**config.mk**
```make
export PLATFORM = sky130hd
export DESIGN_NAME = wb_trace_buffer
export DESIGN_NICKNAME = d
export VERILOG_FILES = /design/src/rtl/wb_trace_buffer.sv
export SDC_FILE = /design/constraint.sdc
export NUM_CORES = 1
export LEC_CHECK = 0
export CAP_MARGIN = 20
export CORE_MARGIN = 1.5
export CORE_UTILIZATION = 35
export DETAILED_ROUTE_END_ITERATION = 7
export GPL_TIMING_DRIVEN = 1
export SYNTH_ARGS = -nofsm -noshare
export SYNTH_HDL_FRONTEND = slang
export SYNTH_SLANG_ARGS = --single-unit
```
**constraint.sdc**
```tcl
create_clock -name clk -period 9 [get_ports clk]
set_input_delay 1.8 -clock clk [delete_from_list [all_inputs] [get_ports clk]]
set_output_delay 1.8 -clock clk [all_outputs]
set_load 0.005 [all_outputs]
```
**src/rtl/wb_trace_buffer.sv**
```systemverilog
// wb_trace_buffer: writeback trace FIFO with PC trigger, valid/ready drain and drop counter
module wb_trace_buffer #(
  parameter int DEPTH = 16,
  parameter int AW = 4
) (
  input  logic          clk,
  input  logic          reset,
  input  logic          arm,
  input  logic          stop,
  input  logic          trig_en,
  input  logic [15:0]   trig_pc,
  input  logic          in_valid,
  input  logic [15:0]   in_pc,
  input  logic [3:0]    in_reg,
  input  logic [15:0]   in_data,
  output logic          out_valid,
  input  logic          out_ready,
  output logic [15:0]   out_pc,
  output logic [3:0]    out_reg,
  output logic [15:0]   out_data,
  output logic [1:0]    state,
  output logic [AW:0]   count,
  output logic [15:0]   dropped,
  output logic          triggered
);
  typedef enum logic [1:0] {IDLE = 2'b00, ARMED = 2'b01, CAPTURE = 2'b10, BAD = 2'b11} st_t;
  st_t st, nxt;
  logic [35:0] mem [DEPTH];
  logic [AW-1:0] wp, rp;
  logic match, push, pop, full, wr, go;
  assign out_valid = count != '0;
  assign {out_pc, out_reg, out_data} = mem[rp];
  assign state = st;
  // push/pop decisions and next state; stop beats arm, illegal state recovers to IDLE
  always_comb begin
    match = st == ARMED && in_valid && in_pc == trig_pc;
    push = (in_valid && st == CAPTURE) || match;
    pop = out_valid && out_ready;
    full = count == (AW+1)'(DEPTH);
    wr = push && (!full || pop);
    go = st == IDLE && arm && !stop;
    nxt = st == BAD ? IDLE :
          (stop && st != IDLE) ? IDLE :
          go ? (trig_en ? ARMED : CAPTURE) :
          match ? CAPTURE : st;
  end
  // state register
  always_ff @(posedge clk) begin
    if (reset) st <= IDLE;
    else st <= nxt;
  end
  // storage cleared on reset so the head reads as zero
  always_ff @(posedge clk) begin
    if (reset) for (int i = 0; i < DEPTH; i++) mem[i] <= '0;
    else if (wr) mem[wp] <= {in_pc, in_reg, in_data};
  end
  // pointers, occupancy, saturating drop counter and sticky trigger flag
  always_ff @(posedge clk) begin
    if (reset) begin
      wp <= '0;
      rp <= '0;
      count <= '0;
      dropped <= '0;
      triggered <= 1'b0;
    end else begin
      wp <= wr ? wp + 1'b1 : wp;
      rp <= pop ? rp + 1'b1 : rp;
      count <= count + {{AW{1'b0}}, wr} - {{AW{1'b0}}, pop};
      dropped <= go ? 16'h0 : (push && !wr && dropped != 16'hFFFF) ? dropped + 16'h1 : dropped;
      triggered <= go ? 1'b0 : triggered | match;
    end
  end
endmodule
```
Word-level counts from Yosys, hierarchy flattened
Memory sizes are Yosys's and may differ from the RTL's. A register that Yosys moved wholly into a read port is not among the register bits.
Index checks and enable logic that the tools add are counted.

word-level totals
  ROM bits = 0
  RAM bits = 576
  output and inout port bits = 61
  latch bits = 0
  flip-flop bits (word level) = 32
  word-level logic and storage cells = 54
  input port bits = 59
  memories kept = 1

cells by class
  reductions and logical operators = 22
  bitwise logic cells = 1
  equality and inequality tests = 6
  shift operators = 0
  order comparisons = 0
  add/subtract/negate cells = 5
  div/mod/pow operators = 0
  mux-type cells = 13
  multiply operators = 0

memory list
  name  depth  bits a word  rd ports  clocked after memory_dff  write ports  RTL line  source
  mem   16     36           1         1                         16           28        logic [35:0] mem [DEPTH];

operators by type and width
  kind                                                             number
  36-bit two-way mux                                               1
  36-bit OR reduction                                              1
  16-bit by 1-bit adder with 16-bit output, second input constant  1
  16-bit == test                                                   1
  16-bit != test, second input constant                            1
  4-bit two-way mux                                                3
  1-bit logical AND                                                10
  4-bit by 1-bit adder with 4-bit output, second input constant    2
  1-bit two-way mux                                                6
  2-bit two-way mux                                                3
  5-bit by 1-bit adder with 5-bit output                           1
  5-bit == test, second input constant                             1
  5-bit nonzero test                                               1
  5-bit by 1-bit subtractor with 5-bit output                      1
  2-bit == test, second input constant                             2
  2-bit nonzero test                                               2
  1-bit logical NOT                                                3
  3-bit OR reduction                                               1
  2-bit by 1-bit == test with 1-bit output, second input constant  1
  2-bit logical NOT                                                1
  1-bit logical OR                                                 2
  2-bit OR reduction                                               1
  1-bit OR                                                         1

Longest topological paths before layout
Gate-level depths: netlist (run 1).

  word-level depth = 10
  depth in mapped cells = 16
  gate-level depth less buffers = 14

Worst setup path before layout (run 1)
No wires, ideal clock.

  kind = input to register
  start = in trig_pc[6]
  end = reg count[4]
  data arrival time = 4.676 ns
  library setup time = 0.071 ns
  stages = 16
  required time = 8.929 ns
  slack = 4.254 ns
  path buffers = 2
  cell sequence = xor2_1 > nor4_1 > nand4_1 > o21a_1 > clkbuf_1 > clkbuf_1 > nor2_1 > inv_1 > ha_1 > inv_1 > ha_1 > fa_1 > a21oi_1 > nor2_1 > or3_1 > a21oi_1

between the ends
  longest elaborated chain between the ends = 6

ends and longest elaborated chain
  element                                      RTL line  source
  start: declaration                           11        input logic [15:0] trig_pc,
  16-bit == test                               36        match = st == ARMED && in_valid && in_pc == trig_pc;
  1-bit logical AND                            36
  1-bit logical OR                             37        push = (in_valid && st == CAPTURE) || match;
  1-bit logical AND                            40        wr = push && (!full || pop);
  5-bit by 1-bit adder with 5-bit output       68        count <= count + {{AW{1'b0}}, wr} - {{AW{1'b0}}, pop};
  5-bit by 1-bit subtractor with 5-bit output  68
  end signal: assignment                       68
  end: declaration                             22        output logic [AW:0] count,

Every way passes these cells.
A chain may end at the register's enable or synchronous reset.

==> results by group, run 1 <==
Clock tree
  • Worst-path clk slew: 0.05 ns
  • CTS tree: yes
  • Clock Latency Late Sink: 0.60 ns
  • CTS resizes: 0
  • # Post-CTS Setup Buffers: 0
  • Total CTS buffers: 68
  • CTS Sinks: between 600 and 700
  • Longest Clk Path Bufs: 3
  • CTS root buf: clkbuf_16
  • H-tree levels: 3
  • Post-CTS Hold Fix Bufs: 0

Placed design
  • I/O Buffers: approximately 120
  • Post-DP HPWL: ~41 mm
  • Placed cell area: approximately 29000 sq um
  • RD Place Congestion: between 0.7 and 0.8

Logic synthesis
  • Synth top area cells: edfxtp_1, mux4_2, nor2_1, dfxtp_1, nand2_1
  • Async SR Flop Fraction: 0%
  • Count of flip-flops with a built-in enable after synthesis: 576
  • Warnings from Yosys: 0
  • Mean post-synth cell area: between 10 and 15 sq um
  • Synth cell types: 41
  • Post-Synthesis Cells: 1859
  • Post-synthesis sequential area ratio: approximately two thirds
  • Synth top area share: between 60 and 70%
  • Commonest cells post-synth: nor2_1, edfxtp_1, mux4_2, nand2_1, clkbuf_1
  • Largest area contributor in the netlist: edfxtp_1
  • Syn nets: between 1500 and 2000
  • Synthesized area: 26770 sq um
  • Leading register cell type out of synthesis: edfxtp_1
  • Count leader, synth: nor2_1
  • Register bit total from synthesis: slightly above 600

Floorplanning
  • FP Rows: between 100 and 150
  • Die W: between 200 and 300 um
  • Die height: between 200 and 300 um
  • DIE AREA: 78150 sq um
  • # IOs: between 100 and 150
  • Core area: about 76000 sq um
  • Initial core utilization: between 30% and 40%

STA
  • Clock Skew: 0.02070 ns
  • Worst Max-Slew Pin Slew: 1.070 ns
  • Unrepaired setup endpoints after global routing: no
  • Tmin final: roughly 5.6 ns
  • Fmax: 179.1 MHz
  • Tcrit/Tclk final: roughly 62%
  • Min Hold Slack: between 0.4 and 0.5 ns
  • Count of pins over their slew limit: 0
  • Setup TNS: 0 ns
  • Slew headroom: between 20 and 30%
  • Hold Vio Cnt, Final: 0
  • Final Setup Violations: 0

Final layout
  • Fin nets: slightly above 2000
  • Post-route cell area: 31110 sq um
  • Share of post-route cells with drive strength above 1: approximately 17%
  • # fillers: 6926
  • Area Overhead vs Synth: 16.22%

Route
  • Vias post-DR: ~16000
  • Drt wl/cell: about 24 um
  • Routed vias/inst: ~5.5
  • DRT antenna net count: 0
  • DRT iter0 DRCs: 1714
  • DR pass1 iterations: 6
  • Routed WL: 72.01 mm
  • DRC: 0

Critical path
  • WP data required: just over 7 ns
  • Arr. time, crit path: ~3.8 ns
  • CP max FO: 42
  • Setup Crit Path Kind: reg2out
  • Worst Path Buf+Inv: 3
  • Ordered list of cells on the worst path: buf_4, buf_16, mux4_2, mux4_2, clkdlybuf4s50_1
  • Crit end category: primary output
  • Max incr delay on CP: between 0.8 and 0.9 ns
  • CP top delay family: buffers and inverters
  • Slowest-stage cell, CP: dfxtp_4
  • Crit path top cell by count: mux4_2
  • Crit start category: register

Global routing
  • Largest net degree at the start of global routing: ~110
  • First-pass GRT wire length: approximately 110 mm
  • All-Layer GR Usage: between 10% and 20%
  • Antenna violations before repair: 5
  • GRT overflow: 0
  • Number of global-route vias before repair: roughly 16000

Pwr
  • Max rail drop VDD: between 150 and 200 uV
  • Pwr dens: ~230 nW/um^2
  • Leak Pwr: 9.737 nW

Hold path
  • Hold Path Class: reg2reg

Run status
  • Outcome: completed

Run
  • Max Cap Viol: 0
## through the flow
stage | utilization (%) | cells | worst slack [ns] | power [mW]
2_1_floorplan | - | 1859 | 4.254 | 4.211
3_3_place_gp | 38.20 | 2857 | 3.064 | 4.691
3_5_place_dp | 38.20 | 2857 | 2.924 | 4.705
4_1_cts | 40.92 | 2972 | 2.977 | 7.336
5_1_grt | 41.03 | 2976 | 3.194 | 7.524
6_report | 41.03 | 2977 | 3.418 | 7.267
## worst paths after layout
| check | endpoint | startpoint | depth (start not counted) | slack [ns] |
|---|---|---|---|---|
| max | out_data[7] | register | 5 | 3.42 |
| min | triggered | triggered | 2 | 0.48 |
| max reg2reg | mem[8][20] | count[2] | 7 | 5.72 |
| min reg2reg | triggered | triggered | 2 | 0.48 |
## logic make-up after synthesis
family	synth area share, %
simple gates	12.39
flops	67.31
mux	15.38
buf+inv	2.197
compound gates	1.341
xor+xnor	0.7198
fa+ha+maj	0.6730
## cell type report
type	count	area [sq um]	share of cell area, %
flip-flops and latches	612	18030	57.95
multi-input cells	1106	8233	26.46
diodes	2	5.005	0.01609
inverters	10	37.54	0.1206
clock buffers	91	1839	5.912
clock inverters	24	222.7	0.7158
repair buffers	154	1521	4.890
well taps	978	1224	3.933
## registers in the layout, summed over array words and instances, names as in the netlist, named ones only
signal and count:
wp 4, dropped 16, mem 576, state 2, rp 4, triggered 1, count 5
## power breakdown
part,leakage (nW),switching (mW),total [mW],internal [mW]
sequential,6.15,0.111,3.34,3.22
combinational,2.58,0.580,1.30,0.717
clock,1.01,1.11,2.63,1.52
total,9.74,1.80,7.27,5.46
## layer usage
layer / GRT usage [%] / vias to the layer above / wire length [um]
li1: - / 7025 / -
met1: 25.05 / 8412 / 29100
met2: 29.30 / 714 / 34580
met3: 4.629 / 137 / 6462
met4: 5.710 / 8 / 1818
met5: 0 / - / 46
## placed cells by master, fill, tap and decap left out, types with 4 or more instances in the layout
cell,instances
a21oi_1,18
nor3_1,7
a21o_2,16
inv_6,4
mux2i_1,4
o31ai_1,10
or4_1,12
clkbuf_1,19
nor2_1,595
dfxtp_1,32
ha_1,12
inv_1,10
clkbuf_16,69
xnor2_1,4
nor2b_4,4
nor4_1,6
nand2b_1,4
nand3_1,12
clkinv_1,7
edfxtp_1,576
clkdlybuf4s50_1,118
mux4_2,180
o21ai_0,6
nor2b_1,7
clkinv_2,7
nand2_1,154
xor2_1,18
nand4_1,6
buf_4,31
## worst min-delay path: stages, from the launching register on
cell and delay [ns]:
dfxtp_1 0.32, nor2_1 0.05, nor2_1 0.07
No activity file was read; power rests on OpenSTA's default activity.
==> run 2: changes to the inputs <==
==> constraint.sdc (replaced) <==
create_clock -name clk -period 5.4 [get_ports clk]
set_input_delay 1.08 -clock clk [delete_from_list [all_inputs] [get_ports clk]]
set_output_delay 1.08 -clock clk [all_outputs]
set_load 0.005 [all_outputs]
==> run 2 against run 1 <==
  * Worst hold slack better by 0.0074 ns
  * Routed wire length up 1.2%
  * Sequential share of layout area down 0.80 points
  * Flip-flop and latch count unchanged
  * Clock-buffer cell count down 12
  * Power up 68%
  * Combinational power up 73%
  * Critical path depth down 1
==> results by group, run 2 (synthesis gave the netlist of run 1 again) <==
Clock tree
  • Post-CTS Hold Fix Bufs: 0 (unchanged)
  • H-tree levels: 3 (unchanged)
  • # Post-CTS Setup Buffers: 0 (unchanged)
  • Longest Clk Path Bufs: 3 (unchanged)
  • Worst-path clk slew: 0.06 ns (about the same)
  • CTS root buf: clkbuf_16
  • Total CTS buffers: 67 (-1.5%)
  • CTS Sinks: 612 (unchanged)
  • Clock Latency Late Sink: 0.61 ns (about the same)
  • CTS tree: yes
  • CTS resizes: 0 (unchanged)

Route
  • Routed WL: 72.86 mm (+1.2%)
  • DRT iter0 DRCs: 1799 (+5.0%)
  • Routed vias/inst: 5.414 (-1.1%)
  • DRT antenna net count: 0 (unchanged)
  • DRC: 0 (unchanged)
  • Vias post-DR: 16165 (-0.80%)
  • Drt wl/cell: 24.40 um (+0.88%)
  • DR pass1 iterations: 7 (+1)

Pwr
  • Switch share: 24.66% (-0.14 points)
  • Clock Power Share: 36.6% (+0.4 points)
  • Max rail drop VDD: 423.3 uV (+160%)
  • Sequential power share: 45.0% (-0.9 points)
  • Logic pwr share: 18.4% (+0.5 points)
  • Leak Pwr: 9.934 nW (+2.0%)
  • Pwr Total: 12.19 mW (+68%)
  • Switching pwr: 3.006 mW (+67%)
  • Pwr dens: 386.5 nW/um^2 (+65%)
  • Pint: 9.185 mW (+68%)

Floorplanning
  • # IOs: 120 (unchanged)
  • Core area: 75820 sq um (unchanged)
  • Die height: 279.6 um (unchanged)
  • Initial core utilization: 35.31% (unchanged)
  • DIE AREA: 78150 sq um (unchanged)
  • FP Rows: 101 (unchanged)
  • Die W: 279.6 um (unchanged)

Critical path
  • Ordered list of cells on the worst path: buf_12, mux4_2, mux4_2, clkdlybuf4s50_1
  • Crit end category: primary output
  • Max incr delay on CP: 0.60 ns (-0.25 ns)
  • R2R Path Start: count[2]
  • CP top delay family: multiplexers
  • Slowest-stage cell, CP: mux4_2
  • Worst Path Buf+Inv: 2 (-1)
  • Crit start category: register
  • CP max FO: 103 (+150%)
  • R2r setup slk: 2.43 ns (-3.29 ns)
  • WP data required: 4.32 ns (-2.88 ns)
  • Crit path top cell by count: mux4_2
  • Arr. time, crit path: 3.34 ns (-0.44 ns)
  • Setup Crit Path Kind: reg2out

STA
  • Clock Skew: 0.02199 ns (+0.001289 ns)
  • Tmin final: ~4.4 ns
  • Count of pins over their slew limit: 0 (unchanged)
  • Fmax: 226.2 MHz
  • Setup TNS: 0 ns (unchanged)
  • Tcrit/Tclk final: roughly four fifths
  • Hold Vio Cnt, Final: 0 (unchanged)
  • Worst Max-Slew Pin Slew: 1.075 ns (+0.004982 ns)
  • Final Setup Violations: 0 (unchanged)
  • Unrepaired setup endpoints after global routing: no
  • Final worst slack: 0.9801 ns (-2.437 ns)
  • Slew headroom: 28.19% (-0.48 points)

Placed design
  • Placed cell area: 29420 sq um (+1.6%)
  • Setup slack at placement: 0.7611 ns (-2.163 ns)
  • I/O Buffers: 119 (unchanged)
  • Post-DP HPWL: 39.94 mm (-1.6%)
  • RD Place Congestion: 0.7916 (+3.7%)

Hold path
  • Hold Path Class: reg2reg
  • Hold path start: triggered

Final layout
  • Share of post-route cells with drive strength above 1: 17.18% (+0.41 points)
  • Regs by FF count: mem: 576 flops, dropped: 16 flops, count: 5 flops
  • Commonest cells after routing, fill and taps aside: nor2_1, edfxtp_1, mux4_2
  • Area Overhead vs Synth: 17.84%
  • Most flop-heavy register: mem
  • Post-route cell area: 31550 sq um (+1.4%)
  • Most common cell after layout, fill and taps aside: nor2_1
  • Max FFs per register: 576 (unchanged)
  • Fin nets: 2035 (+0.54%)
  • N_diodes: 0 (-2)
  • Post-layout util: 41.60% (+0.57 points)

Global routing
  • Antenna violations before repair: 4 (-1)
  • Largest net degree at the start of global routing: 145 (+38%)
  • First-pass GRT wire length: 109.0 mm (+2.8%)
  • Number of global-route vias before repair: 16861 (+2.3%)
  • GRT overflow: 0 (unchanged)
  • All-Layer GR Usage: 19.01% (+0.53 points)

Run status
  • Outcome: completed

Run
  • Max Cap Viol: 0 (unchanged)
-- run 2: changes by cell type in the layout (fill, tap and decap cells not counted) --
cell,change
clkbuf_1,-10
clkinv_4,-1
clkbuf_8,-3
buf_4,-14
clkinv_8,+1
diode_2,-2
inv_6,-2
clkbuf_16,+1
clkinv_1,+11
buf_16,-2
buf_12,+28
bufinv_16,+2
-- run 2: cell type report --
cell class              instances  area (sq um)
fillers                      6854         44280
flip-flops and latches        612         18030
repair buffers                166          1922
clock buffers                  79          1785
well taps                     978          1224
multi-input cells            1106          8233
clock inverters                35         314.1
inverters                      10         37.54
-- run 2: metrics by stage --
step / hold WS (ns) / instances
2_1_floorplan: 0.4650 / 1859
3_3_place_gp: 0.4687 / 2871
3_5_place_dp: 0.4613 / 2871
4_1_cts: 0.4912 / 2985
5_1_grt: 0.5042 / 2986
6_report: 0.4866 / 2986
-- run 2: final timing paths --
check | to | cells past startpoint
max reg2reg | count[4] | 13
min reg2reg | triggered | 2
max | out_data[11] | 4
min | triggered | 2
-- run 2: worst min-delay path: cells and delay by family, from the launching register on --
family	cells	cell delay (ns)
flops	1	0.33
simple gates	2	0.13
-- run 2: layer usage --
| layer | vias to the layer above | wire, um | share of wire (%) | GRT usage [%] |
|---|---|---|---|---|
| met1 | 8283 | 30190 | 41 | 25.92 |
| met4 | 6 | 1419 | 1.9 | 5.211 |
| met2 | 717 | 35670 | 49 | 31.39 |
| li1 | 7048 | - | - | - |
| met3 | 111 | 5544 | 7.6 | 3.328 |
| met5 | - | 43 | 0.059 | 0 |
-- run 2: power groups by stage --
stage | Combinational, mW | Clock [mW] | Sequential, mW
3_5_place_dp | 2.29 | 0 | 5.59
6_report | 2.25 | 4.46 | 5.48
5_1_grt | 2.42 | 4.71 | 5.50
4_1_cts | 2.30 | 4.54 | 5.49
3_3_place_gp | 2.28 | 0 | 5.58
2_1_floorplan | 1.51 | 0 | 5.51
